$ cat config.mk
export PLATFORM = sky130hd
export DESIGN_NAME = lcd_ctrl
export DESIGN_NICKNAME = d
export VERILOG_FILES = /design/src/rtl/lcd_pkg.sv /design/src/rtl/lcd_timer.sv /design/src/rtl/lcd_ctrl.sv
export SDC_FILE = /design/constraint.sdc
export NUM_CORES = 1
export LEC_CHECK = 0
export CORE_MARGIN = 5
export CORE_UTILIZATION = 40
export CTS_CLUSTER_DIAMETER = 60
export CTS_CLUSTER_SIZE = 30
export DETAILED_ROUTE_END_ITERATION = 7
export SLEW_MARGIN = 25
export SYNTH_ARGS = -nofsm -noshare
export SYNTH_HDL_FRONTEND = slang
export SYNTH_HIERARCHICAL = 1
export SYNTH_SLANG_ARGS = --single-unit
$ cat constraint.sdc
create_clock -name clk -period 7.16 [get_ports clk]
set_input_delay 1.074 -clock clk [delete_from_list [all_inputs] [get_ports clk]]
set_output_delay 1.074 -clock clk [all_outputs]
set_load 0.01 [all_outputs]
$ cat src/rtl/lcd_pkg.sv
// Shared definitions for the character-LCD controller.
//   - lcd_state_t : controller state encoding
//   - t_en/t_cmd/t_long/t_pwr : timing constants in clk cycles for a given CLK_HZ
//   - init_ent    : power-up command table (nibble-only flag + byte)
//   - is_clr_home : detects clear-display / return-home commands (long execution)
package lcd_pkg;

    // Largest supported clock; T_PWR at this rate must fit the timer.
    localparam int unsigned CLK_HZ_MAX = 1_000_000_000;
    localparam int          TMR_W      = 24;   // 15000 * 1000 = 15e6 < 2^24

    typedef logic [TMR_W-1:0] tmr_t;

    typedef enum logic [2:0] {
        PWR_WAIT, INIT, IDLE, SETUP, EN_HI, GAP, WAIT
    } lcd_state_t;

    typedef struct packed {
        logic       nib_only;   // single high-nibble write (4-bit wake-up)
        logic [7:0] data;
    } init_ent_t;

    function automatic tmr_t t_en(input int unsigned clk_hz);
        return tmr_t'(clk_hz / 1_000_000);
    endfunction

    function automatic tmr_t t_cmd(input int unsigned clk_hz);
        return tmr_t'(40 * (clk_hz / 1_000_000));
    endfunction

    function automatic tmr_t t_long(input int unsigned clk_hz);
        return tmr_t'(1640 * (clk_hz / 1_000_000));
    endfunction

    function automatic tmr_t t_pwr(input int unsigned clk_hz);
        return tmr_t'(15000 * (clk_hz / 1_000_000));
    endfunction

    // Index of the last init entry: 4 nibble wake-ups precede the commands in 4-bit mode.
    function automatic logic [2:0] init_last(input logic bus4);
        return bus4 ? 3'd7 : 3'd3;
    endfunction

    function automatic init_ent_t init_ent(input logic bus4, input logic two_line,
                                           input logic [2:0] idx);
        init_ent_t  e;
        logic [7:0] fset;
        fset       = 8'h30 | (bus4 ? 8'h00 : 8'h10) | {4'b0, two_line, 3'b0};
        e.nib_only = 1'b0;
        e.data     = 8'h00;
        if (bus4 && !idx[2]) begin
            e.nib_only = 1'b1;
            e.data     = (idx[1:0] == 2'd3) ? 8'h20 : 8'h30;
        end else begin
            case (idx[1:0])
                2'd0:    e.data = fset;
                2'd1:    e.data = 8'h0C;
                2'd2:    e.data = 8'h01;
                default: e.data = 8'h06;
            endcase
        end
        return e;
    endfunction

    function automatic logic is_clr_home(input logic rs, input logic [7:0] data);
        return !rs && (data == 8'h01 || data[7:1] == 7'b0000001);
    endfunction

endpackage

$ cat src/rtl/lcd_timer.sv
// Loadable down-counter used for every timed state of the LCD controller.
//   clk, rstn : clock, async active-low reset
//   start     : load 'load' into the counter (overrides counting)
//   load      : cycles to count
//   done      : high during the last counted cycle (one-cycle pulse)
//   idle      : counter is at zero
module lcd_timer
    import lcd_pkg::*;
#(
    parameter int W = TMR_W
) (
    input  logic         clk,
    input  logic         rstn,
    input  logic         start,
    input  logic [W-1:0] load,
    output logic         done,
    output logic         idle
);

    logic [W-1:0] cnt;

    always_ff @(posedge clk or negedge rstn) begin
        if (!rstn)            cnt <= '0;
        else if (start)       cnt <= load;
        else if (cnt != '0)   cnt <= cnt - W'(1);
    end

    // Loaded with N on the entry edge, the owning state sees done in its N-th cycle
    // and leaves on the following edge, so it lasts exactly N cycles.
    assign done = (cnt == W'(1));
    assign idle = (cnt == '0);

endmodule

$ cat src/rtl/lcd_ctrl.sv
// HD44780-style character LCD write controller with power-up initialisation.
//   clk, rstn          : clock, async active-low reset
//   req_valid/req_ready: request handshake; req_rs (0 cmd, 1 data), req_data byte
//   init_done          : power-up sequence finished (sticky until reset)
//   busy               : inverse of req_ready
//   LCD_ON/EN/RS/RW    : panel control pins; LCD_DATA panel bus (4-bit on [7:4])
module lcd_ctrl
    import lcd_pkg::*;
#(
    parameter int unsigned CLK_HZ   = 50_000_000,
    parameter bit          BUS4     = 1'b0,
    parameter bit          TWO_LINE = 1'b1
) (
    input  logic       clk,
    input  logic       rstn,
    input  logic       req_valid,
    output logic       req_ready,
    input  logic       req_rs,
    input  logic [7:0] req_data,
    output logic       init_done,
    output logic       busy,
    output logic       LCD_ON,
    output logic       LCD_EN,
    output logic       LCD_RS,
    output logic       LCD_RW,
    output logic [7:0] LCD_DATA
);

    localparam tmr_t T_EN   = t_en(CLK_HZ);
    localparam tmr_t T_CMD  = t_cmd(CLK_HZ);
    localparam tmr_t T_LONG = t_long(CLK_HZ);
    localparam tmr_t T_PWR  = t_pwr(CLK_HZ);

    lcd_state_t state, state_d;
    logic       cur_rs, cur_rs_d;
    logic [7:0] cur_data, cur_data_d;
    logic       nib_only, nib_only_d;
    logic       lo_nib, lo_nib_d;          // low nibble currently on the bus
    logic [2:0] init_idx, init_idx_d;
    logic       init_done_d;
    logic       tmr_start, tmr_done, tmr_idle;
    tmr_t       tmr_load, wait_len;
    init_ent_t  ent;
    logic       en_d;
    logic [7:0] data_d;

    lcd_timer #(.W(TMR_W)) u_timer (
        .clk   (clk),
        .rstn  (rstn),
        .start (tmr_start),
        .load  (tmr_load),
        .done  (tmr_done),
        .idle  (tmr_idle)
    );

    assign req_ready = (state == IDLE) && init_done;
    assign busy      = ~req_ready;
    assign LCD_RW    = 1'b0;
    assign LCD_ON    = rstn;

    always_comb begin
        state_d     = state;
        cur_rs_d    = cur_rs;
        cur_data_d  = cur_data;
        nib_only_d  = nib_only;
        lo_nib_d    = lo_nib;
        init_idx_d  = init_idx;
        init_done_d = init_done;
        tmr_start   = 1'b0;
        tmr_load    = T_EN;
        ent         = init_ent(BUS4, TWO_LINE, init_idx);
        wait_len    = (nib_only || is_clr_home(cur_rs, cur_data)) ? T_LONG : T_CMD;

        case (state)
            PWR_WAIT: begin
                // The kick-off cycle counts toward the power-up wait.
                if (tmr_idle) begin
                    tmr_start = 1'b1;
                    tmr_load  = T_PWR - tmr_t'(1);
                end else if (tmr_done) begin
                    state_d = INIT;
                end
            end
            INIT: begin
                cur_rs_d   = 1'b0;
                cur_data_d = ent.data;
                nib_only_d = ent.nib_only;
                lo_nib_d   = 1'b0;
                state_d    = SETUP;
            end
            IDLE: begin
                if (req_valid && init_done) begin
                    cur_rs_d   = req_rs;
                    cur_data_d = req_data;
                    nib_only_d = 1'b0;
                    lo_nib_d   = 1'b0;
                    state_d    = SETUP;
                end
            end
            SETUP: begin
                state_d   = EN_HI;
                tmr_start = 1'b1;
                tmr_load  = T_EN;
            end
            EN_HI: begin
                if (tmr_done) begin
                    tmr_start = 1'b1;
                    if (BUS4 && !nib_only && !lo_nib) begin
                        state_d  = GAP;
                        lo_nib_d = 1'b1;
                        tmr_load = T_EN;
                    end else begin
                        state_d  = WAIT;
                        tmr_load = wait_len;
                    end
                end
            end
            GAP: begin
                if (tmr_done) begin
                    state_d   = EN_HI;
                    tmr_start = 1'b1;
                    tmr_load  = T_EN;
                end
            end
            WAIT: begin
                if (tmr_done) begin
                    if (init_done) begin
                        state_d = IDLE;
                    end else if (init_idx == init_last(BUS4)) begin
                        init_done_d = 1'b1;
                        state_d     = IDLE;
                    end else begin
                        init_idx_d = init_idx + 3'd1;
                        state_d    = INIT;
                    end
                end
            end
            default: state_d = PWR_WAIT;
        endcase

        // Pins follow the next state so they are registered yet aligned with it;
        // the bus only moves on SETUP/GAP entry, both of which have EN low.
        en_d   = (state_d == EN_HI);
        data_d = BUS4 ? {(lo_nib_d ? cur_data_d[3:0] : cur_data_d[7:4]), 4'h0} : cur_data_d;
    end

    always_ff @(posedge clk or negedge rstn) begin
        if (!rstn) begin
            state     <= PWR_WAIT;
            cur_rs    <= 1'b0;
            cur_data  <= 8'h00;
            nib_only  <= 1'b0;
            lo_nib    <= 1'b0;
            init_idx  <= 3'd0;
            init_done <= 1'b0;
            LCD_EN    <= 1'b0;
            LCD_RS    <= 1'b0;
            LCD_DATA  <= 8'h00;
        end else begin
            state     <= state_d;
            cur_rs    <= cur_rs_d;
            cur_data  <= cur_data_d;
            nib_only  <= nib_only_d;
            lo_nib    <= lo_nib_d;
            init_idx  <= init_idx_d;
            init_done <= init_done_d;
            LCD_EN    <= en_d;
            LCD_RS    <= cur_rs_d;
            LCD_DATA  <= data_d;
        end
    end

endmodule

# ---- After elaboration in Yosys (flattened, before gate mapping)
# Index checks and enable logic that the tools add are counted.
dict set report totals {
  register_bits 42
  out_inout_bits 15
  word_cells 70
}
dict set report op_classes {
  add_sub_neg 2
  n_eq_ne 14
  muxes 27
  bitwise_logic 3
  n_reduce_logical 16
}
# op n
set ops {}
lappend ops {{2-to-1 mux 24 bit} 2}
lappend ops {{case mux 20 bit (2 select lines)} 1}
lappend ops {{2-to-1 mux 17 bit} 2}
lappend ops {{== test 24 x 1 -> 1 bit, second input constant} 1}
lappend ops {{zero test 24 bit} 1}
lappend ops {{nonzero test 24 bit} 1}
lappend ops {{subtractor 24 x 1 -> 24 bit, second input constant} 1}
lappend ops {{case mux 3 bit (7 select lines)} 1}
lappend ops {{2-to-1 mux 20 bit} 1}
lappend ops {{2-to-1 mux 3 bit} 6}
lappend ops {{case mux 6 bit (3 select lines)} 1}
lappend ops {{case mux 8 bit (2 select lines)} 1}
lappend ops {{== test 3 bit, second input constant} 4}
lappend ops {{== test 3 x 2 -> 1 bit, second input constant} 3}
lappend ops {{== test 8 x 1 -> 1 bit, second input constant} 1}
lappend ops {{2-to-1 mux 8 bit} 1}
lappend ops {{== test 7 x 1 -> 1 bit, second input constant} 1}
lappend ops {{2-to-1 mux 1 bit} 6}
lappend ops {{2-to-1 mux 2 bit} 2}
lappend ops {{case mux 1 bit (2 select lines)} 2}
lappend ops {{AND reduction 2 bit} 2}
lappend ops {{AND reduction 4 bit} 1}
lappend ops {{nonzero test 2 bit} 2}
lappend ops {{adder 3 x 1 -> 3 bit, second input constant} 1}
lappend ops {{other kinds (12)} 17}

# ---- Longest topological paths before layout
# Gate-level depths: netlist (run 1).
dict set report depth {
  word_depth 8
  depth_mapped 13
  mapped_depth_nobuf 11
}

# ---- Hierarchy
# The synthesis (run 1) kept the hierarchy.
# module instances cells_each area_each_um2 seq_area_each_um2
set modules_own_cells {}
lappend modules_own_cells {lcd_timer 1 154 1435.1 600.6}
lappend modules_own_cells {lcd_ctrl 1 106 1024.7 425.4}

# ---- Worst setup path before layout (run 1)
# OpenSTA, ideal clock, no wires.
dict set report synth_path {
  path_type {register -> register}
  start {register u_timer.cnt[17]}
  end {register u_timer.cnt[8]}
  setup_ns 0.136
  t_arrival_ns 3.060
  t_required_ns 7.024
  slack_ns 3.964
  path_stages_with_launch 11
  synth_period_minus_slack_ns 3.196
  path_cell_list {dfrtp_1 -> or4_4 -> or4_1 -> buf_2 -> nor3_1 -> nand2_1 -> o21a_1 -> o21ai_1 -> clkbuf_1 -> clkbuf_1 -> o21ai_0}
}
dict set report synth_via {
  elab_chain_len 4
  elab_cells_between_ends 11
  cone_classes {eq/ne (1); mux (7); reduce/logical (3)}
}
# element line
set synth_lines {}
lappend synth_lines {{start: declaration} lcd_timer.sv:20} ;# logic [W-1:0] cnt;
lappend synth_lines {{start signal: assignment} lcd_timer.sv:24} ;# else if (start) cnt <= load;
lappend synth_lines {{start signal: assignment} lcd_timer.sv:25} ;# else if (cnt != '0) cnt <= cnt - W'(1);
lappend synth_lines {{== test 24 x 1 -> 1 bit *} lcd_timer.sv:30} ;# assign done = (cnt == W'(1));
lappend synth_lines {{net tmr_done} lcd_ctrl.sv:41} ;# logic tmr_start, tmr_done, tmr_idle;
lappend synth_lines {{2-to-1 mux 1 bit *} {lcd_ctrl.sv:106, lcd_ctrl.sv:119}}
lappend synth_lines {{case mux 1 bit (3 select lines) *} lcd_ctrl.sv:74} ;# case (state)
lappend synth_lines {{net tmr_start} lcd_ctrl.sv:41}
lappend synth_lines {{2-to-1 mux 24 bit / nonzero test 2 bit (equally long branches)} n/a}
# The timed path passes the listed nets; every way through them passes the cells marked *.
# A chain may end at the register's enable or synchronous reset.

# ---- Worst setup path in the final report (run 1)
dict set report layout_path {
  start {register u_timer.cnt[17]}
  end {register u_timer.cnt[20]}
}
dict set report layout_via {
  elab_chain_len 4
  elab_cells_between_ends 10
  cone_classes {add/sub (1); eq/ne (1); mux (5); reduce/logical (3)}
}
# element line
set layout_lines {}
lappend layout_lines {{zero test 24 bit *} lcd_timer.sv:31} ;# assign idle = (cnt == '0);
lappend layout_lines {{net tmr_idle} lcd_ctrl.sv:41}
lappend layout_lines {{2-to-1 mux 1 bit *} lcd_ctrl.sv:77} ;# if (tmr_idle) begin
lappend layout_lines {{case mux 1 bit (3 select lines) *} lcd_ctrl.sv:74}
lappend layout_lines {{net tmr_start} lcd_ctrl.sv:41}
lappend layout_lines {{2-to-1 mux 24 bit / nonzero test 2 bit (equally long branches)} n/a}
# The timed path passes the listed nets; every way through them passes the cells marked *. The select of a mux whose other input is x is not followed.

==> results of run 1 <==
==> registers in the layout, indices dropped and copies added, names as in the netlist <==
register     cells
cur_data         8
init_done        1
cur_rs           1
LCD_EN           1
state            3
u_timer/cnt     24
init_idx         3
==> worst reg2reg max path, cell delays in order (launching register included) <==
cell and delay [ps]:
dfrtp_1 430, or4_4 560, or4_1 570, nor3_4 670, nand2b_1 150, o21a_1 210, o21ai_2 100, buf_4 300
inv_1 270, o311a_1 200, a221o_1 260
==> cell families after synthesis <==
| kind of cell | count (synthesis) | share of synthesized area |
|---|---|---|
| compound gates | 62 | 0.168 |
| xor+xnor | 14 | 0.0498 |
| fa+ha+maj | 9 | 0.0458 |
| buf+inv | 25 | 0.0524 |
| flops | 41 | 0.417 |
| mux | 5 | 0.0219 |
| other cells | 1 | 0.00152 |
| simple gates | 103 | 0.243 |
==> metrics by stage <==
stage | instances | power (mW) | utilization | cell area [µm²] | setup slack, ps
after floorplan | 267 | 0.247 | - | 2490 | 3960
after global routing | 363 | 0.425 | 0.478 | 2850 | 3060
after global placement | 356 | 0.259 | 0.463 | 2760 | 3420
final | 363 | 0.407 | 0.478 | 2850 | 3350
after CTS | 363 | 0.414 | 0.478 | 2850 | 3330
after detailed placement | 356 | 0.259 | 0.463 | 2760 | 3350
==> cell usage after synthesis (all sizes together), types with 4 or more instances <==
cell and n:
dfrtp 41, ha 9, inv 12, a31oi 5, xnor2 6, a21oi 11, buf 9, clkbuf 4
nor3 8, xor2 8, or3 4, nor4 5, a22o 9, nand2 19, nor2 26, or4 7
o21ai 20, nand2b 5, nand3 7, nand4 5
==> power groups by stage <==
stage / Combinational, mW / Sequential (mW) / Clock, mW
6_report: 0.0192 / 0.235 / 0.152
5_1_grt: 0.0218 / 0.235 / 0.168
4_1_cts: 0.0197 / 0.235 / 0.159
3_5_place_dp: 0.0196 / 0.240 / 0
3_3_place_gp: 0.0194 / 0.240 / 0
2_1_floorplan: 0.00768 / 0.239 / 0
==> area by class of cell <==
class | count | area [µm²]
Fill cell | 589 | 3110
Multi-Input combinational cell | 201 | 1340
Inverter | 12 | 45.0
Sequential cell | 41 | 1030
Tap cell | 75 | 93.8
Clock buffer | 7 | 86.3
Timing Repair Buffer | 27 | 260
==> per-layer routing <==
metal  vias to the layer above  routed length (µm)
met3                         5                 164
met5                         -                   0
li1                        986                   -
met2                        23                2450
met4                         0                  44
met1                       909                2520
==> how the worst max path moves through the flow <==
stage                          from               to  slack (ps)  cells past startpoint
floorplan           u_timer/cnt[17]   u_timer/cnt[8]        3960                     10
global placement    u_timer/cnt[17]  u_timer/cnt[20]        3420                     10
detailed placement  u_timer/cnt[17]  u_timer/cnt[20]        3350                     10
CTS                 u_timer/cnt[17]  u_timer/cnt[20]        3330                     10
global route        u_timer/cnt[17]  u_timer/cnt[20]        3060                     10
finish              u_timer/cnt[17]  u_timer/cnt[20]        3350                     10
==> flow_summary_export.csv, run 1 <==
group,metric,value,unit
worst_hold_path,hold_path.class,"reg -> reg",
power_and_ir_drop,pwr-share-comb,0.047,
setup_path,r2r_cells,10,
placed_design,port_buffers,25,
setup_path,rrSetupSlack,3350,ps
placed_design,dp_hpwl,3700,µm
global_routing,antenna_found_initial,0,
synth,synth-seq-cells,41,
clock_network,tritoncts,"yes",
setup_path,cp.arrival,3990,ps
clock_network,clock_path_buffers,2,
sta,worst_slew_pin_slew,850,ps
setup_path,critPathRequiredTime,7340,ps
die,die_w,88.4,µm
detailed_routing,wl_per_cell,14.3,µm
sta,setup_viol,0,
clock_network,cts_resized,0,
die,die_area,7820,µm²
setup_path,critPathBufInv,2,
global_routing,met1_usage,0.206,
sta,fmax,0.262,GHz
sta,slew_headroom,0.431,
power_and_ir_drop,clock_power_share,0.374,
layout,nets,309,
detailed_routing,vias,1923,
setup_path,cp_slowest_cell,"nor3_4",
clock_network,postCtsSetupRepairBufs,0,
status,status,"finished clean",
sta,rsz0062_at_grt,"false",
setup_path,r2r_end,"u_timer/cnt[20]",
detailed_routing,vias_per_cell,5.30,
global_routing,grt_use_met3,0.0279,
global_routing,grt_remaining_overflow,0,
synth,synth.avg_cell_area,9.46,µm²
detailed_routing,remaining_drc_errors,0,
setup_path,r2r-start,"u_timer/cnt[17]",
sta,whs,498,ps
detailed_routing,drt-total-wl,5180,µm
layout,diodes,0,
flow_run,maxCapViolCount,0,
synth,ys_warn_count,6,
synth,synth_area_leaders,"dfrtp_1 42%, ha_1 4.6%, nor2_1 4.0%, a22o_1 3.2%, nand2_1 2.9%",
sta,min_period,3810,ps
setup_path,cp_max_fo,30,
layout,drive_gt1_frac,0.0799,
setup_path,cp_top_family,"simple AND/OR/NAND/NOR gates",
sta,finalHoldViolations,0,
synth,synth-seq-area-share,0.417,
synth,async_flop_share,1.00,
clock_network,cts_inserted_buffers,5,
synth,netlist_instances,260,
layout,final_cell_mix,"41 x dfrtp_1, 26 x nor2_1, 24 x clkdlybuf4s50_1",
global_routing,grt_pass1_wl,9080,µm
clock_network,root_buffer,"clkbuf_8",
synth,synth_area_leader_cell,"dfrtp_1",
setup_path,worstPathCellList,"or4_4 -> or4_1 -> nor3_4 -> nand2b_1 -> o21a_1 -> o21ai_2 -> buf_4 -> inv_1 -> o311a_1 -> a221o_1",
sta,skew,7.28,ps
power_and_ir_drop,ir_drop,0.0843,mV
sta,setup_tns,0,ps
global_routing,grt_max_degree,43,
placed_design,gp_congestion,0.764,
clock_network,clk_pin_slew,80,ps
die,die_y,88.4,µm
clock_network,htreeDepth,2,
die,rows,28,
power_and_ir_drop,p_leak,1.27,nW
power_and_ir_drop,seq_power_share,0.578,
detailed_routing,drt-pass1-iter-count,4,
setup_path,timing.setup.critical_path_class,"reg -> reg",
synth,synth_ff_type,"dfrtp_1",
detailed_routing,ant_nets,0,
power_and_ir_drop,intPower,0.319,mW
synth,syn_area,2460,µm²
sta,period_share,0.533,
setup_path,cpPeakStageDelay,660,ps
sta,maxSlewViolCount,0,
clock_network,clock-sinks,41,
die,core_area,5960,µm²
clock_network,clkLatencyLatePin,290,ps
worst_hold_path,min_from,"init_idx[2]",
power_and_ir_drop,switchingPower,0.0878,mW
synth,synthDistinctLibCells,53,
global_routing,grtUsageMet2,0.234,
synth,synth_top_area_frac,0.417,
die,ios,27,
global_routing,busiest_layer,"met2",
synth,synth_edf_count,0,
die,start_util,0.413,
global_routing,grt_pass1_vias,1916,
layout,syn2layout_area_growth,15.7,%
layout,layout_commonest_cell,"dfrtp_1",
setup_path,startpoint_type,"register",
global_routing,grt_usage,0.147,
power_and_ir_drop,power.density,143,nW/µm²
worst_hold_path,holdPathEnd,"init_idx[2]",
power_and_ir_drop,p_sw_frac,0.216,
worst_hold_path,hold_depth,2,
clock_network,cts_hold_buffers,0,
setup_path,cp-end-kind,"register",
detailed_routing,first_iter_violations,117,
Note: power is estimated with default switching activity, not from simulation.
==> run 2, diff against run 1 <==
clock period = 3.5 ns   (was 7.16 ns; I/O delays follow)
==> run 2 against run 1 <==
Against the previous run: flip-flop and latch count did not move; register-to-register slack got worse by 3000 ps; clock power rose by 100%; routed wire length rose by 6.3%; worst hold slack got worse by 140 ps; first-iteration DRC count fell by 37%; setup slack got worse by 3000 ps; design area rose by 1.2%; global-route usage rose by 0.65 points; core utilization rose by 0.57 points; highest routed layer unchanged.
==> flow_summary_export.csv, run 2 (synthesized netlist as in run 1, its figures left out) <==
group,metric,value,unit
status,status,"finished clean",
layout,final_cell_mix,"41 x dfrtp_1, 26 x nor2_1, 24 x clkdlybuf4s50_1",
sta,slew_headroom,0.602,
setup_path,crit_start,"u_timer/cnt[17]",
setup_path,cp_max_fo,29,
die,ios,27,
global_routing,antenna_found_initial,0,
power_and_ir_drop,total_power,0.829,mW
die,core_area,5960,µm²
setup_path,timing.setup.critical_path_class,"reg -> reg",
detailed_routing,wl_per_cell,14.9,µm
clock_network,clock-sinks,41,
sta,period_share,0.895,
clock_network,cts_resized,0,
clock_network,clock_path_buffers,2,
detailed_routing,drt-total-wl,5510,µm
setup_path,crit_path_end,"u_timer/cnt[11]",
die,die_area,7820,µm²
clock_network,tritoncts,"yes",
sta,maxSlewViolCount,0,
setup_path,r2r-start,"u_timer/cnt[17]",
layout,drive_gt1_frac,0.0986,
sta,setup_viol,0,
layout,layout_commonest_cell,"dfrtp_1",
clock_network,cts_hold_buffers,0,
sta,skew,4.78,ps
die,die_y,88.4,µm
sta,rsz0062_at_grt,"false",
layout,syn2layout_area_growth,17.1,%
layout,top_register,"u_timer/cnt",
global_routing,grt_remaining_overflow,0,
clock_network,root_buffer,"clkbuf_8",
clock_network,clkLatencyLatePin,300,ps
detailed_routing,vias_per_cell,5.41,
sta,min_period,3130,ps
setup_path,cp-end-kind,"register",
setup_path,cp.arrival,3320,ps
die,rows,28,
setup_path,critPathRequiredTime,3690,ps
placed_design,port_buffers,25,
clock_network,cts_inserted_buffers,5,
setup_path,rrSetupSlack,370,ps
worst_hold_path,hold_path.class,"in -> async",
setup_path,r2r_cells,9,
setup_path,cp.depth,9,
global_routing,grt_pass1_wl,9420,µm
power_and_ir_drop,p_leak,1.30,nW
detailed_routing,drt-pass1-iter-count,4,
setup_path,cp_top_family,"simple AND/OR/NAND/NOR gates",
sta,fmax,0.319,GHz
global_routing,grt_usage,0.153,
power_and_ir_drop,ir_drop,0.136,mV
power_and_ir_drop,power.density,288,nW/µm²
sta,setup_tns,0,ps
layout,nets,314,
detailed_routing,remaining_drc_errors,0,
sta,setup_slack,367,ps
setup_path,cp_slowest_cell,"or4_1",
clock_network,postCtsSetupRepairBufs,0,
sta,finalHoldViolations,0,
layout,largest_reg_flops,24,
die,die_w,88.4,µm
global_routing,grt_max_degree,42,
placed_design,post-place-ws,375,ps
placed_design,dp_hpwl,3820,µm
setup_path,worstPathCellList,"or4_4 -> or4_1 -> nor3_1 -> nand2_1 -> o21a_1 -> o21ai_2 -> buf_4 -> nor2_1 -> a22o_1",
placed_design,gp_congestion,0.791,
detailed_routing,vias,1997,
clock_network,htreeDepth,2,
setup_path,critPathBufInv,1,
setup_path,startpoint_type,"register",
detailed_routing,first_iter_violations,74,
detailed_routing,ant_nets,0,
setup_path,r2r_end,"u_timer/cnt[11]",
die,start_util,0.413,
flow_run,maxCapViolCount,0,
sta,worst_slew_pin_slew,591,ps
layout,diodes,0,
global_routing,grt_pass1_vias,1944,
setup_path,cpPeakStageDelay,580,ps
layout,reg.largest.list,"u_timer/cnt (24), cur_data (8)",
clock_network,clk_pin_slew,80,ps
[run 2: worst min-delay path by stage]
| stage | startpoint | slack [ps] | endpoint |
|---|---|---|---|
| floorplan | rstn | 230 | LCD_EN |
| global placement | init_idx[2] | 470 | init_idx[2] |
| detailed placement | init_idx[2] | 480 | init_idx[2] |
| CTS | rstn | 380 | u_timer/cnt[0] |
| global route | rstn | 400 | cur_data[4] |
| finish | rstn | 360 | u_timer/cnt[2] |
[run 2: area by class of cell]
class                   instances  area (µm²)
fillers                       584        3080
multi-input cells             201        1340
flip-flops and latches         41        1030
repair buffers                 32         298
well taps                      75        93.8
clock buffers                   6        72.6
inverters                      12        45.0
clock inverters                 2        10.0
[run 2: power by group]
group / switching [mW] / total (mW) / internal [mW]
Sequential: 0.00424 / 0.482 / 0.477
Clock: 0.168 / 0.306 / 0.138
Combinational: 0.0213 / 0.0415 / 0.0202
Total: 0.193 / 0.829 / 0.636
[run 2: per-layer routing]
| metal | vias to the layer above | GRT usage | share of wire |
|---|---|---|---|
| met5 | - | 0 | 0 |
| met4 | 0 | 0.0453 | 0.013 |
| met3 | 7 | 0.0307 | 0.022 |
| met2 | 18 | 0.245 | 0.48 |
| met1 | 977 | 0.210 | 0.49 |
| li1 | 995 | - | - |
[run 2: metrics by stage]
stage               hold slack, ps  std cells   util  area, µm²
global placement               468        361  0.470       2800
floorplan                      229        267      -       2490
finish                         358        369  0.484       2880
global route                   402        369  0.484       2880
detailed placement             479        361  0.470       2800
CTS                            375        369  0.484       2880
